$ cat config.mk
export PLATFORM = sky130hd
export DESIGN_NAME = inst_prefetch_unit
export DESIGN_NICKNAME = d
export VERILOG_FILES = /design/src/rtl/inst_prefetch_unit_pkg.sv /design/src/rtl/inst_prefetch_unit_fetch_fifo.sv /design/src/rtl/inst_prefetch_unit.sv
export SDC_FILE = /design/constraint.sdc
export NUM_CORES = 1
export LEC_CHECK = 0
export CAP_MARGIN = 20
export CORE_MARGIN = 5
export CORE_UTILIZATION = 40
export DETAILED_ROUTE_END_ITERATION = 16
export PLACE_DENSITY = 0.62
export SYNTH_ARGS = -nofsm -noshare
export SYNTH_HDL_FRONTEND = slang
export SYNTH_HIERARCHICAL = 1
export SYNTH_SLANG_ARGS = --single-unit
$ cat constraint.sdc
create_clock -name clock -period 25.4 [get_ports clock]
set_input_delay 5.08 -clock clock [delete_from_list [all_inputs] [get_ports clock]]
set_output_delay 5.08 -clock clock [all_outputs]
set_load 0.01 [all_outputs]
$ cat src/rtl/inst_prefetch_unit_pkg.sv
// Shared constants and types for the instruction prefetch front end.
package inst_prefetch_unit_pkg;

  localparam logic [31:0] INITIAL_PC   = 32'h0040_0000;
  localparam logic [31:0] FETCH_STRIDE = 32'd4;

  // One buffered fetch: the address it came from and the word returned.
  typedef struct packed {
    logic [31:0] pc;
    logic [31:0] inst;
  } fetch_entry_t;

  // Sequential successor of a fetch address; wraps naturally at 2^32.
  function automatic logic [31:0] nextFetchPc(input logic [31:0] pc);
    return pc + FETCH_STRIDE;
  endfunction

endpackage

$ cat src/rtl/inst_prefetch_unit_fetch_fifo.sv
// DEPTH-entry FIFO of fetch entries with synchronous flush.
// Used both for fetched instructions and for the addresses of in-flight reads.
module inst_prefetch_unit_fetch_fifo
  import inst_prefetch_unit_pkg::*;
#(
  parameter int DEPTH = 4,
  localparam int AW = $clog2(DEPTH),
  localparam int CW = $clog2(DEPTH) + 1
) (
  input  logic         clock,
  input  logic         reset,
  input  logic         i_flush,
  input  logic         i_push,
  input  fetch_entry_t i_pushData,
  input  logic         i_pop,
  output fetch_entry_t o_head,
  output logic         o_full,
  output logic         o_empty,
  output logic [CW-1:0] o_count
);

  localparam logic [AW-1:0] PTR_ONE   = AW'(1);
  localparam logic [CW-1:0] CNT_ONE   = CW'(1);
  localparam logic [CW-1:0] CNT_DEPTH = CW'(DEPTH);

  fetch_entry_t  r_mem [DEPTH];
  logic [AW-1:0] r_rdPtr;
  logic [AW-1:0] r_wrPtr;
  logic [CW-1:0] r_count;

  logic w_doPush;
  logic w_doPop;

  // A flush wins over any push or pop in the same cycle.
  assign w_doPush = i_push && !o_full && !i_flush;
  assign w_doPop  = i_pop && !o_empty && !i_flush;

  assign o_full  = (r_count == CNT_DEPTH);
  assign o_empty = (r_count == '0);
  assign o_count = r_count;
  assign o_head  = r_mem[r_rdPtr];

  // Pointer and occupancy bookkeeping; a flush simply rewinds everything.
  always_ff @(posedge clock or posedge reset) begin
    if (reset) begin
      r_rdPtr <= '0;
      r_wrPtr <= '0;
      r_count <= '0;
    end else if (i_flush) begin
      r_rdPtr <= '0;
      r_wrPtr <= '0;
      r_count <= '0;
    end else begin
      if (w_doPush) r_wrPtr <= r_wrPtr + PTR_ONE;
      if (w_doPop)  r_rdPtr <= r_rdPtr + PTR_ONE;
      if (w_doPush && !w_doPop)
        r_count <= r_count + CNT_ONE;
      else if (!w_doPush && w_doPop)
        r_count <= r_count - CNT_ONE;
    end
  end

  // Storage is cleared on reset so the head reads as zero until first written.
  always_ff @(posedge clock or posedge reset) begin
    if (reset) begin
      for (int i = 0; i < DEPTH; i++) r_mem[i] <= '0;
    end else if (w_doPush) begin
      r_mem[r_wrPtr] <= i_pushData;
    end
  end

endmodule

$ cat src/rtl/inst_prefetch_unit.sv
// Instruction prefetch unit: issues sequential reads ahead of the core,
// tracks in-flight requests, and drops responses made stale by a redirect.
module inst_prefetch_unit
  import inst_prefetch_unit_pkg::*;
#(
  parameter int          DEPTH    = 4,
  parameter logic [31:0] RESET_PC = INITIAL_PC
) (
  input  logic        clock,
  input  logic        reset,
  input  logic        redirect,
  input  logic [31:0] redirect_pc,
  input  logic        inst_ready,
  output logic [31:0] inst,
  output logic [31:0] inst_pc,
  output logic        inst_available,
  output logic [31:0] inst_address,
  output logic        inst_read_enable,
  input  logic        inst_wait_req,
  input  logic        inst_valid,
  input  logic [31:0] inst_data
);

  localparam int CW = $clog2(DEPTH) + 1;
  localparam logic [CW-1:0] CNT_ONE   = CW'(1);
  localparam logic [CW:0]   SUM_DEPTH = (CW + 1)'(DEPTH);

  logic [31:0]   r_fetchPc;
  logic [CW-1:0] r_outstanding;
  logic [CW-1:0] r_discard;

  logic          w_accept;
  logic          w_keep;
  logic          w_pop;
  logic [CW:0]   w_inFlight;
  logic [31:0]   w_redirectTarget;

  fetch_entry_t  w_dataIn;
  fetch_entry_t  w_dataHead;
  logic          w_dataFull;
  logic          w_dataEmpty;
  logic [CW-1:0] w_dataCount;

  fetch_entry_t  w_pendIn;
  fetch_entry_t  w_pendHead;
  logic          w_pendFull;
  logic          w_pendEmpty;
  logic [CW-1:0] w_pendCount;
  logic          w_unusedBits;

  // Every slot is a credit: buffered entries plus reads still on the bus.
  assign w_inFlight       = {1'b0, w_dataCount} + {1'b0, r_outstanding};
  assign inst_read_enable = !reset && !redirect && (w_inFlight < SUM_DEPTH);
  assign inst_address     = r_fetchPc;
  assign w_accept         = inst_read_enable && !inst_wait_req;

  // Responses are kept only when not owed to a discard and not racing a redirect.
  assign w_keep = inst_valid && (r_discard == '0) && !redirect;
  assign w_pop  = inst_ready && !w_dataEmpty && !redirect;

  assign w_redirectTarget = {redirect_pc[31:2], 2'b00};

  assign w_dataIn.pc   = w_pendHead.pc;
  assign w_dataIn.inst = inst_data;
  assign w_pendIn.pc   = r_fetchPc;
  assign w_pendIn.inst = '0;

  assign inst           = w_dataHead.inst;
  assign inst_pc        = w_dataHead.pc;
  assign inst_available = !w_dataEmpty;

  // Status of the address queue and low target bits carry no information here.
  assign w_unusedBits = ^{w_pendHead.inst, w_pendFull, w_pendEmpty, w_pendCount,
                          w_dataFull, redirect_pc[1:0]};

  inst_prefetch_unit_fetch_fifo #(.DEPTH(DEPTH)) u_dataFifo (
    .clock      (clock),
    .reset      (reset),
    .i_flush    (redirect),
    .i_push     (w_keep),
    .i_pushData (w_dataIn),
    .i_pop      (w_pop),
    .o_head     (w_dataHead),
    .o_full     (w_dataFull),
    .o_empty    (w_dataEmpty),
    .o_count    (w_dataCount)
  );

  inst_prefetch_unit_fetch_fifo #(.DEPTH(DEPTH)) u_pendFifo (
    .clock      (clock),
    .reset      (reset),
    .i_flush    (1'b0),
    .i_push     (w_accept),
    .i_pushData (w_pendIn),
    .i_pop      (inst_valid),
    .o_head     (w_pendHead),
    .o_full     (w_pendFull),
    .o_empty    (w_pendEmpty),
    .o_count    (w_pendCount)
  );

  // Fetch address: jumps on redirect, otherwise advances only when the bus takes it.
  always_ff @(posedge clock or posedge reset) begin
    if (reset)
      r_fetchPc <= RESET_PC;
    else if (redirect)
      r_fetchPc <= w_redirectTarget;
    else if (w_accept)
      r_fetchPc <= nextFetchPc(r_fetchPc);
  end

  // Reads on the bus: up on accept, down on response, unchanged when both happen.
  always_ff @(posedge clock or posedge reset) begin
    if (reset)
      r_outstanding <= '0;
    else if (w_accept && !inst_valid)
      r_outstanding <= r_outstanding + CNT_ONE;
    else if (!w_accept && inst_valid)
      r_outstanding <= r_outstanding - CNT_ONE;
  end

  // On redirect every read still on the bus becomes stale and must be dropped.
  always_ff @(posedge clock or posedge reset) begin
    if (reset)
      r_discard <= '0;
    else if (redirect)
      r_discard <= inst_valid ? (r_outstanding - CNT_ONE) : r_outstanding;
    else if (inst_valid && (r_discard != '0))
      r_discard <= r_discard - CNT_ONE;
  end

endmodule
Word level (Yosys, flattened, before mapping)
Cells that the tools add are included.
W data, S select, Z words.

storage, ports and cells
  bits in registers = 564
  bits in latches = 0
  memory bits (writable) = 0
  ROM bits = 0
  input port bits = 70
  output and inout port bits = 98
  logic and storage cells = 125
  memories kept = 0

operators by class
  $add $sub $neg = 13
  $mul = 0
  divide/modulo/power cells = 0
  magnitude comparators = 7
  equality and inequality tests = 2
  shift operators = 0
  multiplexer cells = 28
  bitwise logic cells = 4
  reduce and logical (&&, ||, !) cells = 46

operator list
  operator                 number
  $bwmux W256              2
  $mux W64                 6
  $bmux W64 S2             2
  $demux W64 S2            2
  $mux W32                 2
  $add A32 B3 Y32 const B  1
  $mux W3                  10
  $logic_and A1 B1 Y1      22
  $logic_not A1 Y1         13
  $ge A3 B3 Y1 const B     4
  $not A2 Y3               4
  $reduce_bool A2 Y1       6
  $sub A3 B1 Y3 const B    4
  $add A3 B1 Y3 const B    3
  $logic_not A3 Y1         3
  $add A2 B1 Y2 const B    4
  $mux W2                  4
  $eq A3 B3 Y1 const B     2
  $lt A3 B1 Y1 const B     2
  $reduce_bool A3 Y1       2
  $add A3 B3 Y4            1
  $lt A4 B3 Y1 const B     1

Depth between registers and ports, before layout
  word-level depth = 10
  mapped depth = 12
  depth with buffers taken out = 10

Cells and area by module
Netlist, hierarchy kept.

modules (own cells, without submodules)
  module                                      times used  cells an instance  area each (µm²)  seq. area each (µm²)
  inst_prefetch_unit_fetch_fifo (u_dataFifo)  1           679                12806.0          6581.3
  inst_prefetch_unit_fetch_fifo (u_pendFifo)  1           680                11771.3          6581.3
  inst_prefetch_unit                          1           273                2312.2           902.1

Least setup slack after synthesis
No wires, ideal clock.

  kind = input-to-output
  start = input redirect
  end = output inst_read_enable
  data arrival time = 5959 ps
  required time = 20320 ps
  slack = 14361 ps
  stages = 4
  path buffers = 3
  cells stage by stage = clkbuf_1 buf_2 buf_1 nor3_1

on the way
  word-level cells in the longest chain between the ends = 3

RTL lines
  element                           RTL line                  RTL
  from (decl)                       inst_prefetch_unit.sv:11  input logic redirect,
  $logic_not A1 Y1                  inst_prefetch_unit.sv:53  assign inst_read_enable = !reset && !redirect && (w_inFlight < SUM_DEPTH);
  $logic_and A1 B1 Y1 (2 in a row)  inst_prefetch_unit.sv:53
  to (decl)                         inst_prefetch_unit.sv:18  output logic inst_read_enable,

No other way between the ends.

Worst setup path in the final report
  start = input reset
  end = output inst_read_enable

on the way
  word-level cells in the longest chain between the ends = 3

RTL lines
  element                           RTL line                  RTL
  from (decl)                       inst_prefetch_unit.sv:10  input logic reset,
  $logic_not A1 Y1 (no line)        -
  $logic_and A1 B1 Y1 (2 in a row)  inst_prefetch_unit.sv:53

No other way between the ends.

==> qor.txt <==
status - finished clean
H-tree Lvls - 2
Antenna Cells - 0
final wirelength - 47030 µm
Hold Path Class - reg -> reg
I/O pin cnt - 168
Top Usage Layer GRT - met2
hpwl dp - 28620 µm
CTS Buf Count - 51
DRT antenna net count - 0
# fillers - 4529
Critical Path End Type - output pin
Post-CTS Setup Bufs - 0
RSZ-0062 raised after global routing - false
cts hold-fix bufs - 0
Clk Latency, worst-skew pair - 600 ps
Required @ worst endpoint - 20320 ps
Crit Path Class - in -> out
first-pass GRT wire length - 75790 µm
max frequency - 81.46 MHz
layout cells sized above 1 - 0.3621
met3 Track Usage GR - 0.03485
CP max FO - 4
Die W - 240.9 µm
PnR worst setup slack - 13120 ps
Clock Path Buffers - 3
total power - 2.172 mW
Mapped Area - 21330 µm²
Clock Pin Slew Worst Setup and Hold Paths - 50 ps
CP startpoint kind - primary input
worst clock skew - 18.20 ps
total congestion overflow - 0
Global Route Usage Sum - 0.1634
row count - 84
minimum clock period after layout - 12280 ps
Initial Util - 0.4051
post-layout util - 0.4759
relative slew slack - 0.3151
vias in the first global route - 12970
clk sink count - 434
PortBufs - 163
Final Hold Fails - 0
DR vias - 11840
DR iter-0 viols - 532
die area - 58050 µm²
GR Layer Usage met1 - 0.2379
RePlAce Congestion - 0.7386
Layout Nets - 1574
VDD IR-drop max - 0.05885 mV
met2 Use GR - 0.2560
Worst Tran Pin Value - 1018 ps
largest net degree at the start of global routing - 110
Final setup violation count - 0
initial antenna violation count - 0
clk root buf - clkbuf_16
Leak - 12.05 nW
first-pass detailed-route iteration total - 4
Slew Viols, Final - 0
max_cap viols - 0
Layout area overhead - 17.47%
residual DRC count - 0
Core Region - 52660 µm²
CP arrival - 7200 ps
Fin Setup TNS - 0 ps
post-CTS sizing - 0
DP Cell Count - 2118
TritonCTS clock tree - built
post-route clock period utilization - 0.4833
Synth Area per Inst - 16.03 µm²
fin cells - 2215
power per cell area - 86.68 nW/µm²
Vias/cell - 5.344
wire per inst - 21.23 µm
Gate Count Post-Synth - 1331
Yosys warning total - 6
die height - 240.9 µm
worst slack, placed - 13060 ps
layout by cell type, fill, tap and decap left out, types with 8 or more instances in the layout:
master,instances
mux2_1,66
nand2_1,44
clkbuf_16,51
clkbuf_8,14
a21oi_1,10
conb_1,11
mux4_2,96
clkdlybuf4s50_1,162
xor2_1,9
clkbuf_1,13
nor2_1,33
mux2_4,268
nand3_1,22
nand4_1,8
ha_1,16
inv_1,24
mux2_2,56
o21ai_0,33
dfrtp_1,430
buf_4,15
flip-flops by register name, summed over array words and instances (netlist names), 3 cells and up:
| signal | cells |
|---|---|
| r_discard | 3 |
| r_outstanding | 3 |
| u_pendFifo/r_mem | 128 |
| inst_address | 30 |
| u_dataFifo/r_mem | 256 |
| u_pendFifo/o_count | 3 |
| u_dataFifo/o_count | 3 |
stage by stage:
stage / area, µm² / hold WS (ps)
floorplan: 21370 / 453.3
global placement: 23120 / 463.2
detailed placement: 23160 / 474.3
CTS: 24980 / 487.7
global route: 25060 / 507.1
finish: 25060 / 485.3
layer usage:
layer,wire length (µm),up-vias
met5,0,-
met4,804,0
met3,2038,53
met2,21760,219
met1,22430,6336
li1,-,5229
worst paths after layout:
path | endpoint | cells past startpoint | from | slack (ps)
setup / recovery | inst_read_enable | 4 | reset | 13120
hold / removal | u_pendFifo/r_mem[252] | 1 | u_pendFifo/r_mem[252] | 490
setup reg to reg | u_pendFifo/r_mem[253] | 7 | u_dataFifo/o_count[2] | 21280
min in group asynchronous | u_pendFifo/o_count[0] | 2 | reset | 5160
max in group asynchronous | u_dataFifo/r_mem[213] | 3 | reset | 18710
hold reg to reg | u_pendFifo/r_mem[252] | 1 | u_pendFifo/r_mem[252] | 490
worst max-delay path, stage by stage:
cell and delay (ps):
clkdlybuf4s50_1 590, or4_4 650, nor3_1 280, clkdlybuf4s50_1 590
power breakdown:
group | switching, mW | internal (mW) | total [mW]
Combinational | 0.221 | 0.312 | 0.532
Sequential | 0.0743 | 0.787 | 0.862
Clock | 0.295 | 0.483 | 0.778
Total | 0.590 | 1.58 | 2.17
cell type report:
cell class,count,area (µm²),share of cell area
tap,688,860.8,0.03435
clock buffer,78,1518,0.06057
inverter,27,111.4,0.004444
sequential,434,10870,0.4338
timing repair buffer,183,1862,0.07430
clock inverter,16,292.8,0.01168
multi-input combinational,789,9543,0.3808
(Power assumes the default switching activity.)
